`src/rtl/uart_sched_pkg.sv`:
```
// rtl/uart_sched_pkg.sv - shared types and round-robin helper for the uart transmit scheduler
package uart_sched_pkg;

  localparam int DATA_W_DEF = 8;
  localparam int MAX_REQ    = 4;

  typedef enum logic {IDLE, SEND} state_e;

  // First set bit of mask scanning last+1, last+2, ... modulo n; 0 when mask is empty.
  function automatic logic [1:0] rr_next(input logic [1:0] last,
                                         input logic [MAX_REQ-1:0] mask,
                                         input int n);
    logic [1:0] res;
    logic       hit;
    int         k;
    res = '0;
    hit = 1'b0;
    for (int i = 1; i <= MAX_REQ; i++) begin
      k = (int'(last) + i) % n;
      if (i <= n && !hit && mask[k[1:0]]) begin
        res = k[1:0];
        hit = 1'b1;
      end
    end
    return res;
  endfunction

endpackage

```
`src/rtl/byte_fifo.sv`:
```
// rtl/byte_fifo.sv - small per-requester byte FIFO, registered head, no fall-through
module byte_fifo #(
  parameter int DATA_W     = 8,
  parameter int FIFO_DEPTH = 4
) (
  input  logic              clk,
  input  logic              rst,
  input  logic              push,
  input  logic [DATA_W-1:0] din,
  input  logic              pop,
  output logic [DATA_W-1:0] dout,
  output logic              empty,
  output logic              full
);

  localparam int AW = $clog2(FIFO_DEPTH);
  localparam int CW = AW + 1;

  logic [DATA_W-1:0] mem_q [FIFO_DEPTH];
  logic [AW-1:0]     wr_ptr_q, wr_ptr_d, rd_ptr_q, rd_ptr_d;
  logic [CW-1:0]     count_q, count_d;
  logic              push_ok, pop_ok;

  assign empty   = (count_q == '0);
  assign full    = (count_q == CW'(FIFO_DEPTH));
  assign push_ok = push && !full;
  assign pop_ok  = pop && !empty;
  assign dout    = mem_q[rd_ptr_q];

  always_comb begin
    wr_ptr_d = wr_ptr_q;
    rd_ptr_d = rd_ptr_q;
    count_d  = count_q;
    if (push_ok) wr_ptr_d = wr_ptr_q + AW'(1);
    if (pop_ok)  rd_ptr_d = rd_ptr_q + AW'(1);
    if (push_ok && !pop_ok)      count_d = count_q + CW'(1);
    else if (pop_ok && !push_ok) count_d = count_q - CW'(1);
  end

  always_ff @(posedge clk) begin
    if (rst) begin
      wr_ptr_q <= '0;
      rd_ptr_q <= '0;
      count_q  <= '0;
    end else begin
      wr_ptr_q <= wr_ptr_d;
      rd_ptr_q <= rd_ptr_d;
      count_q  <= count_d;
    end
  end

  // Storage needs no reset; occupancy is tracked by count_q alone.
  always_ff @(posedge clk) begin
    if (push_ok) mem_q[wr_ptr_q] <= din;
  end

endmodule

```
`src/rtl/uart_tx_sched.sv`:
```
// rtl/uart_tx_sched.sv - round-robin scheduler sharing one uart_tx among several byte producers
module uart_tx_sched
  import uart_sched_pkg::*;
#(
  parameter int NUM_REQ    = 2,
  parameter int FIFO_DEPTH = 4,
  parameter int DATA_W     = DATA_W_DEF,
  localparam int GW        = (NUM_REQ > 1) ? $clog2(NUM_REQ) : 1
) (
  input  logic                      clk,
  input  logic                      rst,
  input  logic [NUM_REQ*DATA_W-1:0] req_data,
  input  logic [NUM_REQ-1:0]        req_valid,
  output logic [NUM_REQ-1:0]        req_ready,
  output logic [DATA_W-1:0]         tx_data,
  output logic                      tx_data_valid,
  input  logic                      tx_ready,
  output logic [GW-1:0]             grant_id,
  output logic                      busy
);

  logic [DATA_W-1:0]  head [NUM_REQ];
  logic [NUM_REQ-1:0] empty, full, pop_vec;
  logic [MAX_REQ-1:0] ne_mask;
  logic [GW-1:0]      pick_idx;

  state_e             state_q, state_d;
  logic [DATA_W-1:0]  tx_data_q, tx_data_d;
  logic               valid_q, valid_d;
  logic [GW-1:0]      grant_q, grant_d;
  logic [GW-1:0]      last_grant_q, last_grant_d;

  for (genvar i = 0; i < NUM_REQ; i++) begin : g_fifo
    byte_fifo #(.DATA_W(DATA_W), .FIFO_DEPTH(FIFO_DEPTH)) u_fifo (
      .clk   (clk),
      .rst   (rst),
      .push  (req_valid[i]),
      .din   (req_data[i*DATA_W +: DATA_W]),
      .pop   (pop_vec[i]),
      .dout  (head[i]),
      .empty (empty[i]),
      .full  (full[i])
    );
  end

  assign req_ready = ~full;

  always_comb begin
    ne_mask = '0;
    ne_mask[NUM_REQ-1:0] = ~empty;
  end

  assign pick_idx = GW'(rr_next(2'(last_grant_q), ne_mask, NUM_REQ));

  always_comb begin
    state_d      = state_q;
    tx_data_d    = tx_data_q;
    valid_d      = valid_q;
    grant_d      = grant_q;
    last_grant_d = last_grant_q;
    pop_vec      = '0;
    case (state_q)
      IDLE: begin
        valid_d = 1'b0;
        if (|ne_mask) begin
          pop_vec[pick_idx] = 1'b1;
          tx_data_d         = head[pick_idx];
          grant_d           = pick_idx;
          valid_d           = 1'b1;
          state_d           = SEND;
        end
      end
      SEND: begin
        if (tx_ready) begin
          valid_d      = 1'b0;
          last_grant_d = grant_q;
          state_d      = IDLE;
        end
      end
      default: state_d = IDLE;
    endcase
  end

  always_ff @(posedge clk) begin
    if (rst) begin
      state_q      <= IDLE;
      tx_data_q    <= '0;
      valid_q      <= 1'b0;
      grant_q      <= '0;
      last_grant_q <= GW'(NUM_REQ - 1);
    end else begin
      state_q      <= state_d;
      tx_data_q    <= tx_data_d;
      valid_q      <= valid_d;
      grant_q      <= grant_d;
      last_grant_q <= last_grant_d;
    end
  end

  assign tx_data       = tx_data_q;
  assign tx_data_valid = valid_q;
  assign grant_id      = grant_q;
  assign busy          = (state_q == SEND) || (|ne_mask);

endmodule

```
`config.mk`:
```
export PLATFORM = sky130hd
export DESIGN_NAME = uart_tx_sched
export DESIGN_NICKNAME = d
export VERILOG_FILES = /design/src/rtl/uart_sched_pkg.sv /design/src/rtl/byte_fifo.sv /design/src/rtl/uart_tx_sched.sv
export SDC_FILE = /design/constraint.sdc
export NUM_CORES = 1
export LEC_CHECK = 0
export CAP_MARGIN = 40
export CORE_MARGIN = 3
export CORE_UTILIZATION = 59
export CTS_BUF_LIST = sky130_fd_sc_hd__clkbuf_2 sky130_fd_sc_hd__clkbuf_4 sky130_fd_sc_hd__clkbuf_8
export DETAILED_ROUTE_END_ITERATION = 7
export HOLD_SLACK_MARGIN = 0.02
export PLACE_DENSITY = 0.82
export SYNTH_ARGS = -nofsm -noshare
export SYNTH_HDL_FRONTEND = slang
export SYNTH_SLANG_ARGS = --single-unit
```
`constraint.sdc`:
```
create_clock -name clk -period 2.98 [get_ports clk]
set_clock_uncertainty 0.05 [all_clocks]
set_input_delay 0.298 -clock clk [delete_from_list [all_inputs] [get_ports clk]]
set_output_delay 0.298 -clock clk [all_outputs]
set_load 0.02 [all_outputs]
```
# After elaboration in Yosys (flattened, before gate mapping)
# Memories as Yosys holds them, arrays and structs flattened. A register that Yosys moved wholly into a read port is not among the register bits.
# Index checks and enable logic that the tools add are counted.
[word_totals]
reg_bits = 26
ram_bits = 64
input_bits = 21
output_inout_bits = 13
elab_cells = 95
memories = 2
[mem_list]
columns = ["memory", "depth", "word_bits", "read_ports", "rd_ports_with_merged_regs", "write_ports", "line", "text"]
rows = [
  ["g_fifo[0].u_fifo.mem_q", 4, 8, 1, 1, 1, "byte_fifo.sv:19", "logic [DATA_W-1:0] mem_q [FIFO_DEPTH];"],
  ["g_fifo[1].u_fifo.mem_q", 4, 8, 1, 1, 1, "byte_fifo.sv:19", ""],
]
[op_classes]
addsub = 10
n_lt_le_gt_ge = 5
n_eq_ne = 3
n_mux = 31
n_bitwise = 6
reduce_logical = 27
[ops]
columns = ["op", "count"]
rows = [
  ["$mux 8", 3],
  ["$mux 1", 13],
  ["$mux 2", 6],
  ["$mux 3", 4],
  ["$logic_and 1x1->1", 10],
  ["$logic_not 1->1", 9],
  ["$add 2x1->2 const B", 4],
  ["$add 3x1->3 const B", 2],
  ["$eq 3x3->1 const B", 2],
  ["$logic_not 3->1", 2],
  ["$lt 2x3->1 const B", 2],
  ["$sub 3x1->3 const B", 2],
  ["$bmux 1 s2", 2],
  ["$not 2->2", 2],
  ["$pmux 1 s2", 2],
  ["$reduce_and 2->1", 2],
  ["$reduce_bool 2->1", 2],
  ["$add 1x1->1 const B", 2],
  ["$and 1x1->1 const A", 2],
  ["$ge 2x2->1 const B", 1],
  ["$lt 1x2->1 const B", 1],
  ["$ne 2x2->1 const B", 1],
  ["$not 1->2", 1],
  ["$reduce_or 2->1", 1],
  ["other kinds (4)", 4],
]

# Logic depth before layout (Yosys ltp)
[logic_depth]
word_depth = 18
ltp_mapped = 11
mapped_depth_nobuf = 9

# By module
# A second synthesis with hierarchy kept.
[unflattened]
cells_unflattened = 237
hier_area_um2 = 3854.9
[by_module_without_submodules]
columns = ["module", "n_inst", "cells_per_inst", "area_each_um2", "seq_area_each_um2"]
rows = [
  ["byte_fifo", 2, 90, 1620.3, 1141.1],
  ["uart_tx_sched", 1, 57, 614.3, 240.2],
]

# Least setup slack after synthesis
# No wires, ideal clock.
[synth_path]
kind = "register -> register"
from = "register g_fifo[0].u_fifo.count_q[0]"
to = "register g_fifo[0].u_fifo.count_q[2]"
setup_time_ns = 0.070
arrival_time_ns = 2.251
t_required_ns = 2.860
path_slack_ns = 0.609
stages_incl_launch_ff = 11
cell_sequence = "dfxtp_1 or3_4 o211a_1 buf_2 inv_1 ha_1 inv_1 fa_1 xor2_1 or3_1 a21oi_1"
[synth_between]
elab_chain_cells = 18
elab_cells_between_ends = 33
[synth_rtl]
columns = ["item", "line", "text"]
rows = [
  ["start, declared", "byte_fifo.sv:21", "logic [CW-1:0] count_q, count_d;"],
  ["start signal, assigned", "byte_fifo.sv:48", "count_q <= count_d;"],
  ["$logic_not 3->1", "byte_fifo.sv:24", "assign empty = (count_q == '0);"],
  ["$not 2->2", "uart_tx_sched.sv:50", "ne_mask[NUM_REQ-1:0] = ~empty;"],
  ["$bmux 1 s2", "uart_sched_pkg.sv:20", "if (i <= n && !hit && mask[k[1:0]]) begin"],
  ["$mux 1 (implied by the code)", "uart_sched_pkg.sv:20", ""],
  ["$mux 1", "uart_sched_pkg.sv:20", ""],
  ["$logic_not 1->1", "uart_sched_pkg.sv:20", ""],
  ["$logic_and 1x1->1", "uart_sched_pkg.sv:20", ""],
  ["$mux 1", "uart_sched_pkg.sv:20", ""],
  ["(+2 left out)", "-", ""],
  ["$mux 1 (implied by the code)", "uart_tx_sched.sv:66", "pop_vec[pick_idx] = 1'b1;"],
  ["$demux 1 s1", "uart_tx_sched.sv:66", ""],
  ["$mux 2", "uart_tx_sched.sv:65", "if (|ne_mask) begin"],
  ["$mux 2", "uart_tx_sched.sv:62", "case (state_q)"],
  ["$logic_and 1x1->1", "byte_fifo.sv:27", "assign pop_ok = pop && !empty;"],
  ["$logic_not 1->1", "byte_fifo.sv:36", "if (push_ok && !pop_ok) count_d = count_q + CW'(1);"],
  ["$logic_and 1x1->1", "byte_fifo.sv:36", ""],
  ["$mux 3 / $reduce_bool 2->1 (equally long branches)", "-", ""],
]
# Several ways; a longest one is shown, not always the timed one. The select of a mux whose other input is x is not followed.
# A chain may end at the register's enable or synchronous reset.

# Final worst setup path
# Same ends and word-level chain as after synthesis.

==> results.py <==
metrics = {
    "global_route": {
        "first_pass_grt_wire_length_microns": 9840,
        "initial_antenna_violation_count": 0,
        "globalRouteOverflowTotal": 0,
        "grt_start_max_net_pins": 17,
        "vias_in_the_first_global_route": 2004,
        "grt_util_all_layers_pct": 18.3,
    },
    "timing": {
        "grt_setup_unrepaired": "false",
        "max-slew-margin-rel_pct": 56.4,
        "count_of_final_max_slew_check_failures": 0,
        "clock.fmax_ghz": 0.398,
        "timing.final.crit_period_ps": 2510,
        "hold_slack_ps": 442,
        "timing.final.crit_share_pct": 84.3,
        "fin_setup_tns_ps": 0,
        "finalSetupViolCount": 0,
        "worstMarginPinSlew_ps": 652,
        "final_hold_viol_count": 0,
    },
    "drt": {
        "wl_per_cell_microns": 17.2,
        "dr.first_iter.drc_count": 99,
        "drc_errors": 0,
        "ant_nets": 0,
        "routed-via-count": 1951,
        "vias_per_cell": 5.74,
        "detail_route.first_pass.iterations": 5,
        "route.final.wire_length_microns": 5850,
    },
    "pwr": {
        "static_leakage_power_uw": 0.00148,
        "power.share.switching_pct": 31.0,
        "power.share.clock_pct": 21.9,
        "combinationalPowerShare_pct": 30.4,
        "seq_power_share_pct": 47.7,
        "powerDensity_mw_per_mm2": 901,
        "peakVddDrop_uv": 480,
        "cell_internal_pwr_uw": 2650,
        "switching_power_uw": 1190,
    },
    "clocking": {
        "clock_tree_from_tritoncts": "built",
        "root_buffer": "clkbuf_8",
        "number_of_buffers_on_the_longest_clock_path": 2,
        "cts_repair_resize_count": 0,
        "cts.sink_count": 94,
        "post-cts-setup-buffers": 0,
        "postCtsHoldBufs": 0,
        "clk-insertion-delay-late_ps": 350,
        "worst_setup_hold_path_clk_slew_ps": 80,
        "h-tree-depth": 3,
        "cts_inserted_buffers": 9,
    },
    "critical_path": {
        "worst_path_largest_cell_delay_ps": 390,
        "critPathRequiredTime_ps": 3200,
        "critical_path_class": "register to register",
        "critPathMostFrequentCell": "inv_1",
        "crit_fanout": 12,
        "worst-endpoint-arrival_ps": 2730,
        "cp_cell_sequence": "or3_4 -> o211a_1 -> inv_1 -> ha_1 -> inv_1 -> fa_1 -> xor2_1 -> or3_1 -> a21oi_1",
        "cp.buffers_inverters": 2,
        "worst_setup_path_start_kind": "register",
        "endpoint_kind": "register",
        "crit_path_top_delay_cell": "or3_4",
        "worst_path_dominant_cell_family": "simple AND/OR/NAND/NOR gates",
    },
    "floorplan": {
        "vertical_die_dimension_microns": 84.8,
        "die-area_sq_mm": 0.00719,
        "floorplan.die.width_microns": 84.8,
        "initial_utilization_pct": 61.5,
        "placementRows": 28,
        "core_area_sq_mm": 0.00596,
        "io-pin-count": 34,
    },
    "placed_design": {
        "placement.io_buffers": 33,
        "gpl.final_weighted_congestion": 0.721,
        "place.detailed.hpwl_microns": 4050,
    },
    "final_layout": {
        "final.fill_count": 390,
        "ratio_of_cells_with_drive_above_1_in_the_final_layout_pct": 15.5,
        "final_nets": 293,
        "synthToLayoutAreaGrowth_pct": 16.5,
        "layout_common_cells": "edfxtp_1 (64), clkdlybuf4s50_1 (33), dfxtp_1 (30)",
        "antenna-diode-count": 0,
        "layout_commonest_cell": "edfxtp_1",
        "utilization_after_layout_pct": 71.7,
    },
    "logic_synthesis": {
        "syn_nets": 256,
        "synth_cells": 223,
        "synthDominantCellAreaShare_pct": 52.4,
        "avgSynthCellArea_sq_um": 16.4,
        "synth.yosys.warnings": 0,
        "cell_type_with_the_highest_aggregate_area_in_the_netlist": "edfxtp_1",
        "synth-seq-cells": 94,
        "post_synth_num_cell_types": 33,
        "synth_async_sr_flop_share_pct": 0,
        "netlist_area_before_placement_sq_mm": 0.00366,
        "synth-edff-count": 64,
        "ys_seq_area_share_pct": 68.8,
        "synth-main-ff-cell": "edfxtp_1",
        "synth_top_cells_by_area": "edfxtp_1 (52%), dfxtp_1 (16%), mux4_2 (9.8%)",
    },
    "worst_hold_path": {
        "holdCritPathClass": "register to register",
    },
    "job": {
        "cap_viol_max_count": 0,
    },
    "run_status": {
        "run_status": "complete, no violations",
    },
}
sequential cells by signal (all words and copies together), names as in the netlist, 4 cells and up, named ones only:
| signal | count |
|---|---|
| g_fifo.u_fifo.mem_q | 64 |
| tx_data | 8 |
| g_fifo.u_fifo.wr_ptr_q | 4 |
| g_fifo.u_fifo.count_q | 6 |
| g_fifo.u_fifo.rd_ptr_q | 4 |
layout make-up:
cell class | instances | area (sq um) | area share, %
clock inverter | 5 | 58.8 | 1.38
sequential | 94 | 2520 | 59.1
tap | 75 | 93.8 | 2.20
timing repair buffer | 37 | 360 | 8.44
inverter | 9 | 33.8 | 0.791
clock buffer | 11 | 145 | 3.40
multi-input combinational | 109 | 1060 | 24.7
power groups by stage:
stage               logic (uW)  registers (uW)  clock network [uW]
finish                    1170            1830                 841
global route              1300            1880                 923
CTS                       1190            1840                 864
detailed placement        1180            1860                   0
global placement          1150            1860                   0
floorplan                  826            1840                   0
worst register-to-register path, stage by stage (launching register included):
cell and delay, ps:
dfxtp_1 370, or3_4 390, o211a_1 290, inv_1 110, ha_1 180, inv_1 60
fa_1 370, xor2_1 180, or3_1 300, a21oi_1 140
through the flow:
stage / instances / total power, uW / worst slack, ps / instance area [sq um]
floorplan: 223 / 2670 / 609 / 3660
global placement: 324 / 3000 / 543 / 4070
detailed placement: 324 / 3050 / 469 / 4070
CTS: 340 / 3890 / 448 / 4270
global route: 340 / 4100 / 264 / 4270
finish: 340 / 3850 / 469 / 4270
cell families (layout without fill, tap and decap cells):
kind of cell,count (synthesis),after routing,share of synthesized area [%]
flip-flops,94,94,68.8
AND/OR/NAND/NOR,42,42,5.67
AO/OA/AOI/OAI,27,27,5.80
multiplexers,20,20,10.9
buffers and inverters,20,62,2.36
adder cells (fa/ha/maj),12,12,4.51
XOR/XNOR,8,8,1.91
synthesized netlist by cell type, types with 2 or more instances:
cell	n
fa_1	2
edfxtp_1	64
a21oi_1	7
a21boi_1	2
clkbuf_1	5
nor2_1	22
xor2_1	4
buf_2	2
xnor2_1	4
inv_1	8
a21bo_2	2
buf_1	2
a222oi_1	8
dfxtp_1	30
nor3_1	2
mux4_2	16
mux2i_1	4
ha_1	10
nand3b_1	3
or3_1	2
nand2_1	2
and2_1	9
o21ai_0	3
per-layer routing:
layer / global-route usage [%] / vias up / part of all wire (%)
li1: - / 919 / -
met1: 24.1 / 978 / 45
met2: 29.6 / 47 / 49
met3: 5.92 / 7 / 5.0
met4: 5.04 / 0 / 0.87
met5: 0 / - / 0
path summary, 6_finish.rpt:
path / to / cells after the start / slack [ps] / startpoint
hold / removal: tx_data_valid / 2 / 440 / tx_data_valid
setup / recovery: g_fifo[0].u_fifo.count_q[2] / 9 / 470 / g_fifo[0].u_fifo.count_q[0]
hold reg to reg: tx_data_valid / 2 / 440 / tx_data_valid
setup reg to reg: g_fifo[0].u_fifo.count_q[2] / 9 / 470 / g_fifo[0].u_fifo.count_q[0]
Note: power is estimated with default switching activity, not from simulation.
